### src/rtl/square_judge_pkg.sv
// Shared state encodings, default constants and the vote helper for the
// square-wave judge sequencer.
package square_judge_pkg;

    localparam logic [2:0] ST_IDLE  = 3'd0;
    localparam logic [2:0] ST_START = 3'd1;
    localparam logic [2:0] ST_WAIT  = 3'd2;
    localparam logic [2:0] ST_GAP   = 3'd3;
    localparam logic [2:0] ST_DONE  = 3'd4;

    localparam int DEF_WIDTH_W    = 18;
    localparam int DEF_VOTE_NUM   = 5;
    localparam int DEF_GAP_CYCLES = 16;
    localparam int DEF_TIMEOUT    = 6016;
    localparam int DEF_CNT_W      = 32;

    // Strict majority: 2*votes > vote_num, evaluated on 6 bits so it cannot wrap.
    function automatic logic majority(input logic [3:0] votes, input logic [3:0] vote_num);
        return ({1'b0, votes, 1'b0} > {2'b00, vote_num});
    endfunction

endpackage

### src/rtl/square_judge_sched_cycle_timer.sv
// Saturating up-counter with synchronous clear and terminal-count flag,
// reused for the inter-window gap and the judge response timeout.
module cycle_timer #(
    parameter int CNT_W = 32
) (
    input  logic             clk,
    input  logic             rst_n,
    input  logic             clear,
    input  logic             enable,
    input  logic [CNT_W-1:0] limit,
    output logic             terminal
);

    localparam logic [CNT_W-1:0] CNT_ONE = {{(CNT_W-1){1'b0}}, 1'b1};

    logic [CNT_W-1:0] count_r;

    // Counter: clear has priority, then count up and hold at the limit.
    always_ff @(posedge clk or negedge rst_n) begin
        if (!rst_n) begin
            count_r <= {CNT_W{1'b0}};
        end else if (clear) begin
            count_r <= {CNT_W{1'b0}};
        end else if (enable && (count_r < limit)) begin
            count_r <= count_r + CNT_ONE;
        end else begin
            count_r <= count_r;
        end
    end

    assign terminal = (count_r == limit);

endmodule

### src/rtl/square_judge_sched.sv
// Runs VOTE_NUM judge windows per request and reports the majority decision,
// the minimum width over square windows and a response timeout.
module square_judge_sched
    import square_judge_pkg::*;
#(
    parameter int WIDTH_W    = DEF_WIDTH_W,
    parameter int VOTE_NUM   = DEF_VOTE_NUM,
    parameter int GAP_CYCLES = DEF_GAP_CYCLES,
    parameter int TIMEOUT    = DEF_TIMEOUT,
    parameter int CNT_W      = DEF_CNT_W
) (
    input  logic               clk,
    input  logic               rst_n,
    input  logic               req,
    input  logic               abort,
    output logic               busy,
    output logic               judge_start,
    input  logic               judge_dready,
    input  logic               judge_is_square,
    input  logic [WIDTH_W-1:0] judge_min_width,
    output logic               result_valid,
    output logic               result_square,
    output logic [WIDTH_W-1:0] result_min_width,
    output logic [3:0]         result_votes,
    output logic               err_timeout
);

    localparam logic [3:0]         VOTE_NUM_C = 4'(VOTE_NUM);
    localparam logic [CNT_W-1:0]   TO_LIMIT   = CNT_W'(TIMEOUT - 1);
    localparam logic [CNT_W-1:0]   GAP_LIMIT  = CNT_W'(GAP_CYCLES);
    localparam logic [WIDTH_W-1:0] MIN_INIT   = {WIDTH_W{1'b1}};

    logic [2:0]         state_r, fsm_next_s, state_next_s;
    logic [3:0]         win_cnt_r, win_next_s;
    logic [3:0]         vote_cnt_r, vote_next_s;
    logic [WIDTH_W-1:0] min_r, min_next_s;
    logic               to_flag_r, to_next_s;

    logic               timer_clear_s, timer_en_s, timer_term_s;
    logic [CNT_W-1:0]   timer_limit_s;

    logic               busy_r, judge_start_r, result_valid_r, result_square_r, err_timeout_r;
    logic [WIDTH_W-1:0] result_min_width_r;
    logic [3:0]         result_votes_r;

    // The timer restarts from zero on every state change, so the first cycle of
    // WAIT or GAP always sees count 0.
    always_comb begin
        timer_clear_s = (state_next_s != state_r);
        timer_en_s    = (state_r == ST_WAIT) || (state_r == ST_GAP);
        timer_limit_s = (state_r == ST_GAP) ? GAP_LIMIT : TO_LIMIT;
    end

    cycle_timer #(.CNT_W(CNT_W)) u_timer (
        .clk      (clk),
        .rst_n    (rst_n),
        .clear    (timer_clear_s),
        .enable   (timer_en_s),
        .limit    (timer_limit_s),
        .terminal (timer_term_s)
    );

    // Next-state and window bookkeeping; dready beats timeout in WAIT.
    always_comb begin
        fsm_next_s  = state_r;
        win_next_s  = win_cnt_r;
        vote_next_s = vote_cnt_r;
        min_next_s  = min_r;
        to_next_s   = to_flag_r;
        case (state_r)
            ST_IDLE: begin
                if (req && !abort) begin
                    fsm_next_s  = ST_START;
                    win_next_s  = 4'd0;
                    vote_next_s = 4'd0;
                    min_next_s  = MIN_INIT;
                    to_next_s   = 1'b0;
                end else begin
                    fsm_next_s = ST_IDLE;
                end
            end
            ST_START: fsm_next_s = ST_WAIT;
            ST_WAIT: begin
                if (judge_dready) begin
                    win_next_s = win_cnt_r + 4'd1;
                    if (judge_is_square) begin
                        vote_next_s = vote_cnt_r + 4'd1;
                        min_next_s  = (judge_min_width < min_r) ? judge_min_width : min_r;
                    end else begin
                        vote_next_s = vote_cnt_r;
                    end
                    fsm_next_s = (win_next_s == VOTE_NUM_C) ? ST_DONE : ST_GAP;
                end else if (timer_term_s) begin
                    to_next_s  = 1'b1;
                    fsm_next_s = ST_DONE;
                end else begin
                    fsm_next_s = ST_WAIT;
                end
            end
            ST_GAP:  fsm_next_s = timer_term_s ? ST_START : ST_GAP;
            ST_DONE: fsm_next_s = ST_IDLE;
            default: fsm_next_s = ST_IDLE;
        endcase
        state_next_s = abort ? ST_IDLE : fsm_next_s;
    end

    // Internal state and window accumulators.
    always_ff @(posedge clk or negedge rst_n) begin
        if (!rst_n) begin
            state_r    <= ST_IDLE;
            win_cnt_r  <= 4'd0;
            vote_cnt_r <= 4'd0;
            min_r      <= MIN_INIT;
            to_flag_r  <= 1'b0;
        end else begin
            state_r    <= state_next_s;
            win_cnt_r  <= win_next_s;
            vote_cnt_r <= vote_next_s;
            min_r      <= min_next_s;
            to_flag_r  <= to_next_s;
        end
    end

    // Outputs are registered from the next state so they line up with it;
    // results latch only on entry to DONE, so abort leaves them untouched.
    always_ff @(posedge clk or negedge rst_n) begin
        if (!rst_n) begin
            busy_r             <= 1'b0;
            judge_start_r      <= 1'b0;
            result_valid_r     <= 1'b0;
            result_square_r    <= 1'b0;
            result_min_width_r <= MIN_INIT;
            result_votes_r     <= 4'd0;
            err_timeout_r      <= 1'b0;
        end else begin
            busy_r         <= (state_next_s != ST_IDLE);
            judge_start_r  <= (state_next_s == ST_START);
            result_valid_r <= (state_next_s == ST_DONE);
            if (state_next_s == ST_DONE) begin
                result_square_r    <= majority(vote_next_s, VOTE_NUM_C) && !to_next_s;
                result_min_width_r <= min_next_s;
                result_votes_r     <= vote_next_s;
                err_timeout_r      <= to_next_s;
            end else begin
                result_square_r    <= result_square_r;
                result_min_width_r <= result_min_width_r;
                result_votes_r     <= result_votes_r;
                err_timeout_r      <= err_timeout_r;
            end
        end
    end

    assign busy             = busy_r;
    assign judge_start      = judge_start_r;
    assign result_valid     = result_valid_r;
    assign result_square    = result_square_r;
    assign result_min_width = result_min_width_r;
    assign result_votes     = result_votes_r;
    assign err_timeout      = err_timeout_r;

endmodule

### config.mk
export PLATFORM = sky130hd
export DESIGN_NAME = square_judge_sched
export DESIGN_NICKNAME = d
export VERILOG_FILES = /design/src/rtl/square_judge_pkg.sv /design/src/rtl/square_judge_sched_cycle_timer.sv /design/src/rtl/square_judge_sched.sv
export SDC_FILE = /design/constraint.sdc
export NUM_CORES = 1
export LEC_CHECK = 0
export BUFFER_PORTS_ARGS = -buffer_cell sky130_fd_sc_hd__buf_2
export CAP_MARGIN = 20
export CORE_UTILIZATION = 60
export CTS_BUF_LIST = sky130_fd_sc_hd__clkbuf_8
export DETAILED_ROUTE_END_ITERATION = 10
export MAX_ROUTING_LAYER = met4
export PLACE_DENSITY = 0.92
export SETUP_SLACK_MARGIN = 0.4
export SLEW_MARGIN = 0
export SYNTH_ARGS = -nofsm -noshare
export SYNTH_HDL_FRONTEND = slang
export SYNTH_SLANG_ARGS = --single-unit
### constraint.sdc
create_clock -name clk -period 7.85 [get_ports clk]
set_clock_uncertainty 0.05 [all_clocks]
set_input_delay 0.3925 -clock clk [delete_from_list [all_inputs] [get_ports clk]]
set_output_delay 0.3925 -clock clk [all_outputs]
set_load 0.05 [all_outputs]
Yosys cells after proc, flatten, opt, wreduce, memory -nomap -nowiden. Index checks and enable logic that the tools add are counted.

Eq/ne operators: 10. Multiplexer cells: 26. Add/sub/neg operators: 3. Reduce and logical (&&, ||, !) cells: 11. Magnitude comparators: 3.

Operators by type and width (count): 18-bit two-way mux (4); 32-bit two-way mux (2); 18-bit case mux with 2 select lines (1); 32-bit by 1-bit adder with 32-bit output, second input constant (1); 32-bit by 13-bit == test with 1-bit output (1); 32-bit by 13-bit < comparator with 1-bit output (1); 4-bit two-way mux (5); 18-bit < comparator (1); 4-bit case mux with 2 select lines (2); 13-bit two-way mux (1); 3-bit two-way mux (4); 3-bit case mux with 4 select lines (1); 4-bit by 1-bit adder with 4-bit output, second input constant (2); 3-bit by 1-bit == test with 1-bit output, second input constant (2); 3-bit by 2-bit == test with 1-bit output, second input constant (2); 5-bit by 3-bit greater-than comparator with 1-bit output, second input constant (1); 4-bit by 3-bit == test with 1-bit output, second input constant (1); 1-bit two-way mux (4); 2-bit != test, second input constant (2); 2-bit nonzero test (2); 3-bit == test, second input constant (1); 1-bit logical AND (3); 3-bit logical NOT (1); 3-bit != test (1); 6 further kinds (7).

Output and inout bits: 27. Word-level logic and storage cells: 66. Input bits: 24. Register bits: 89.

Longest topological paths before layout.
Depth after elaboration: 9. Depth in mapped cells: 13. Mapped depth without buffers: 10.

Hierarchy. From an unflattened synthesis, not the netlist that was laid out.

Cells, all modules: 649. Area total of the unflattened synthesis: 5876.9 um2.

By module, submodules not included: square_judge_sched (seq. area each 1471.4 um2, cells each 321, instances 1, area an instance 3101.7 um2); cycle_timer (seq. area each 800.8 um2, cells each 328, instances 1, area an instance 2775.2 um2).

Worst setup path before layout. OpenSTA, ideal clock, no wires.

Kind: register to register. From: reg state_r[2]. To: reg result_min_width_r[13] (netlist: result_min_width[13]). Setup time: 0.069 ns. Arrival time: 2.943 ns. Data required time: 7.731 ns. Period minus slack after synthesis: 3.062 ns. Setup slack: 4.788 ns. Stages on the path, launching flop included: 13. Buffers on the path: 3. Path through: dfrtp_1 > buf_1 > nand3b_1 > inv_1 > ha_1 > and4b_1 > nand3_1 > or4_4 > o22a_1 > buf_6 > buf_6 > a31o_1 > o21ai_2.

Word-level cells in the longest chain between the ends: 8. Elaborated cells on any way between the ends: 13. Classes of those cells: eq/ne: 5; mux: 7; reduce/logical: 1.

RTL lines: start: declaration (line square_judge_sched.sv:33) `logic [2:0] state_r, fsm_next_s, state_next_s;`; start signal: assignment (line square_judge_sched.sv:116) `state_r <= state_next_s;`; 3-bit by 2-bit == test with 1-bit output (line square_judge_sched.sv:51, square_judge_sched.sv:70); 13-bit two-way mux (line square_judge_sched.sv:51) `timer_limit_s = (state_r == ST_GAP) ? GAP_LIMIT : TO_LIMIT;`; 32-bit by 13-bit == test with 1-bit output (line square_judge_sched_cycle_timer.sv:31) `assign terminal = (count_r == limit);`; 3-bit two-way mux (line square_judge_sched.sv:93) `end else if (timer_term_s) begin`; 3-bit two-way mux (line square_judge_sched.sv:84) `if (judge_dready) begin`; 3-bit case mux with 4 select lines (line square_judge_sched.sv:70) `case (state_r)`; 3-bit two-way mux (line square_judge_sched.sv:104) `state_next_s = abort ? ST_IDLE : fsm_next_s;`; 3-bit == test (line square_judge_sched.sv:139) `if (state_next_s == ST_DONE) begin`; end signal: assignment (line square_judge_sched.sv:141) `result_min_width_r <= min_next_s;`; end signal: assignment (line square_judge_sched.sv:146) `result_min_width_r <= result_min_width_r;`; end: declaration (line square_judge_sched.sv:43) `logic [WIDTH_W-1:0] result_min_width_r;`.

Parallel ways exist; a longest one is shown, timed or not. A chain may end at the register's enable or synchronous reset.

Worst setup path after layout.
From: reg state_r[2]. To: reg err_timeout_r (netlist: err_timeout).

Word-level cells in the longest chain between the ends: 8. Elaborated cells on any way between the ends: 15. Classes of those cells: eq/ne: 5; mux: 9; reduce/logical: 1.

RTL lines: 3-bit by 2-bit == test with 1-bit output (line square_judge_sched.sv:51, square_judge_sched.sv:70); 13-bit two-way mux (line square_judge_sched.sv:51); 32-bit by 13-bit == test with 1-bit output (line square_judge_sched_cycle_timer.sv:31); 3-bit two-way mux (line square_judge_sched.sv:93); 3-bit two-way mux (line square_judge_sched.sv:84); 3-bit case mux with 4 select lines (line square_judge_sched.sv:70); 3-bit two-way mux (line square_judge_sched.sv:104); 3-bit == test (line square_judge_sched.sv:139); end signal: assignment (line square_judge_sched.sv:143) `err_timeout_r <= to_next_s;`; end signal: assignment (line square_judge_sched.sv:148) `err_timeout_r <= err_timeout_r;`; end: declaration (line square_judge_sched.sv:42) `logic busy_r, judge_start_r, result_valid_r, result_square_r, err_timeout_r;`.

Parallel ways exist; a longest one is shown, timed or not.

==> impl_results.md <==
* CTS Root Buffer Type: clkbuf_8
* H-tree levels at 3
* Dpl cells at 615
* Combinational share of power at 0.118
* GP Congestion at 0.858
* CP max FO at 27
* # clock sinks at 89
* Syn Nets at 537
* Initial DRT Pass Iterations at 5
* Leakage at 2.67 nW
* Net Switching at 0.259 mW
* Fill count at 599
* Worst vdd ir at 0.000101 V
* Fin util at 0.690
* Synth Warn # at 0
* Worst-Skew Late Latency at 0.36 ns
* Seq cells post-synth at 89
* Final setup TNS at 0 ns
* Netlist Area Pre-Place at 4770 um2
* Hold Slack at 0.237 ns
* Worst Tran Pin Value at 0.981 ns
* Post-synth EDFFs at 0
* Syn_area_per_cell at 9.89 um2
* Overflow left after global routing at 0
* Num rows at 32
* Initial Util at 0.620
* Clock period minus worst slack at 3.75 ns
* Share of layout cells above drive strength 1 at 0.228
* Unique masters post-synth at 62
* Main synth FF type: dfrtp_1
* Vias in the first global route at 3672
* Post-route DRC at 0
* DR WL/cell at 15.9 um
* Fmax at 266 MHz
* Period utilisation layout at 0.478
* Post-CTS setup repair buffer count at 0
* Final hold vios at 0
* Core ar. at 7690 um2
* DP Worst Slack at 4.13 ns
* Via count at 3813
* DIE AREA at 8310 um2
* Ports at 51
* Req. time, crit path at 8.06 ns
* Reg clk slew, reported paths at 0.09 ns
* Antenna violations before repair at 0
* 1st-iter DRT viols at 183
* Diode count at 0
* Gr usage total at 0.264
* Synthesis-to-finish area growth at 11.3%
* CP startpoint kind: flop
* # port buffers at 50
* Sw Share at 0.271
* Worst path max stage delay at 0.79 ns
* DIE WIDTH at 91.1 um
* Antenna-violating nets left at 0
* Clock Power Share at 0.372
* Setup CP Type: reg -> reg
* Worst Setup End Kind: flop
* Max cap viols at 0
* Endpoints failing setup at 0
* Sequential share of power at 0.510
* Seq/Total Area, Yosys at 0.477
* Pint at 0.695 mW
* Cells after Synth at 482
* Total CTS buffers at 9
* CTS max path bufs at 2
* Setup ws final at 4.10 ns
* Max Slew Vio Count at 0
* Largest net degree at the start of global routing at 65
* Non-Filler Instances at 632
* CP max-delay cell: o22a_1
* Post-synth ARST share at 1.00
* Nets at 580
* Outcome: complete, no violations
* RSZ-0062 raised after global routing: no
* Worst path cell trace: nand3b_1 > inv_1 > ha_1 > and4b_1 > nand3_1 > or4_4 > o22a_1 > clkinv_2 > o21a_1
* Total routed wirelength at 10100 um
* Max-slew headroom at 0.346
* Vias/cell at 6.03
* Worst Hold Class: in -> reg
* Power per cell area at 180 nW/um2
* First-pass GRT wire length at 17000 um
* Crit path DAT at 3.96 ns
* Die height at 91.1 um
* CTS tree: built
* DP Wirelength at 7050 um
worst max-delay path: cells and delay by family (launching register included):
family,cells,cell delay (ns)
buffers and inverters,2,0.84
adder cells (fa/ha/maj),1,0.33
AND/OR/NAND/NOR,4,0.76
AO/OA/AOI/OAI,2,1.10
flip-flops,1,0.56
layout make-up:
type / count / area, um2 / share of cell area
clock buffers: 9 / 124 / 0.0233
clock inverters: 7 / 104 / 0.0196
inverters: 27 / 103 / 0.0193
multi-input cells: 344 / 2290 / 0.432
flip-flops and latches: 89 / 2270 / 0.428
well taps: 102 / 128 / 0.0241
repair buffers: 54 / 285 / 0.0538
power by group through the flow:
stage          registers, mW  logic [mW]  clock network (mW)
6_report               0.487       0.113               0.355
5_1_grt                0.488       0.126               0.377
4_1_cts                0.486       0.113               0.362
3_5_place_dp           0.495       0.112                   0
3_3_place_gp           0.494       0.107                   0
2_1_floorplan          0.498      0.0690                   0
registers in the layout, summed over array words and instances (netlist names):
register / cells
result_min_width: 18
busy: 1
to_flag_r: 1
result_valid: 1
state_r: 3
min_r: 18
judge_start: 1
u_timer.count_r: 32
result_votes: 4
result_square: 1
err_timeout: 1
vote_cnt_r: 4
win_cnt_r: 4
per-layer routing:
metal,wire (um),track usage,vias to the layer above,share of wire
met3,466,0.0511,10,0.046
met5,0,-,-,0
met4,80,0.0728,0,0.0079
li1,-,-,1819,-
met1,4400,0.335,1870,0.44
met2,5120,0.436,114,0.51
cell usage in the layout (no fill, tap or decap), types with 5 or more instances in the layout:
master	n
o21ai_1	7
inv_1	25
o21ai_0	9
a211oi_1	12
nand4_1	10
a21oi_1	21
nand2b_1	5
o211ai_1	10
clkbuf_8	9
ha_1	31
dfrtp_1	53
a31oi_1	18
buf_2	49
nor2_1	46
nand3_1	23
xor2_1	9
nand2_1	42
nor4_1	5
a31o_1	10
and2_1	21
and3_1	5
dfstp_2	36
path summary, 6_finish.rpt:
check                                                start                         endpoint  slack (ns)  depth (start not counted)
setup / recovery                      state_r[2]$_DFF_PN0_          err_timeout$_DFFE_PN0P_        4.10                          9
min in group asynchronous                            rst_n         win_cnt_r[0]$_DFFE_PN0P_        0.41                          2
hold reg to reg            result_min_width[2]$_DFFE_PN1P_  result_min_width[2]$_DFFE_PN1P_        0.41                          2
hold / removal                                       abort             state_r[1]$_DFF_PN0_        0.24                          2
max in group asynchronous                            rst_n  u_timer.count_r[12]$_DFFE_PN0P_        6.25                          3
setup reg to reg                      state_r[2]$_DFF_PN0_          err_timeout$_DFFE_PN0P_        4.10                          9
repair_timing:
action	in CTS	in global routing
hold buffers	1	0
gates resized for setup	0	0
hold endpoints to repair	17	0
synthesized netlist by cell type, types with 2 or more instances:
cell       count  area [um2]
a211o_1        4        35.0
or3_1          2        12.5
o21ai_0        9        45.0
nand2b_1       5        31.3
o2111ai_1      2        17.5
ha_1          31         388
nor4_1         6        37.5
a21oi_1       21         105
nand2_1       42         158
dfstp_2       36         946
o211ai_2       2        25.0
clkbuf_1      12        45.0
o21ai_1        7        35.0
xnor2_1        2        17.5
inv_1         25        93.8
xor2_1         9        78.8
and3_1         5        31.3
a211oi_1      12        90.1
nor2b_1        3        18.8
o21ai_2        4        35.0
mux2i_1        3        30.0
a31o_1        10        87.6
o21a_1         4        30.0
o211ai_1      10        75.1
nor3_1         3        15.0
nor2_1        46         173
nor3b_1        2        15.0
or4_1          2        15.0
dfrtp_1       53        1330
a31oi_1       18         113
o31ai_1        2        15.0
and2_1        21         131
a21o_1         3        22.5
buf_6          3        33.8
nand3_1       23         115
buf_2          4        20.0
nand4_1       10        62.6
buf_1          2        7.51
through the flow:
stage | power, mW | area [um2]
after floorplan | 0.567 | 4770
after global placement | 0.600 | 5070
after detailed placement | 0.606 | 5070
after CTS | 0.961 | 5310
after global routing | 0.992 | 5310
final | 0.954 | 5310
cell families after synthesis:
logic type	after synthesis	synth area share
and+or+nand+nor	179	0.187
muxes	4	0.00866
AOI/OAI and AO/OA	119	0.181
DFF	89	0.477
adders and majority gates	31	0.0814
xor gates and xnor gates	11	0.0202
buffers and inverters	49	0.0454
Power figures use the tool's default switching activity.
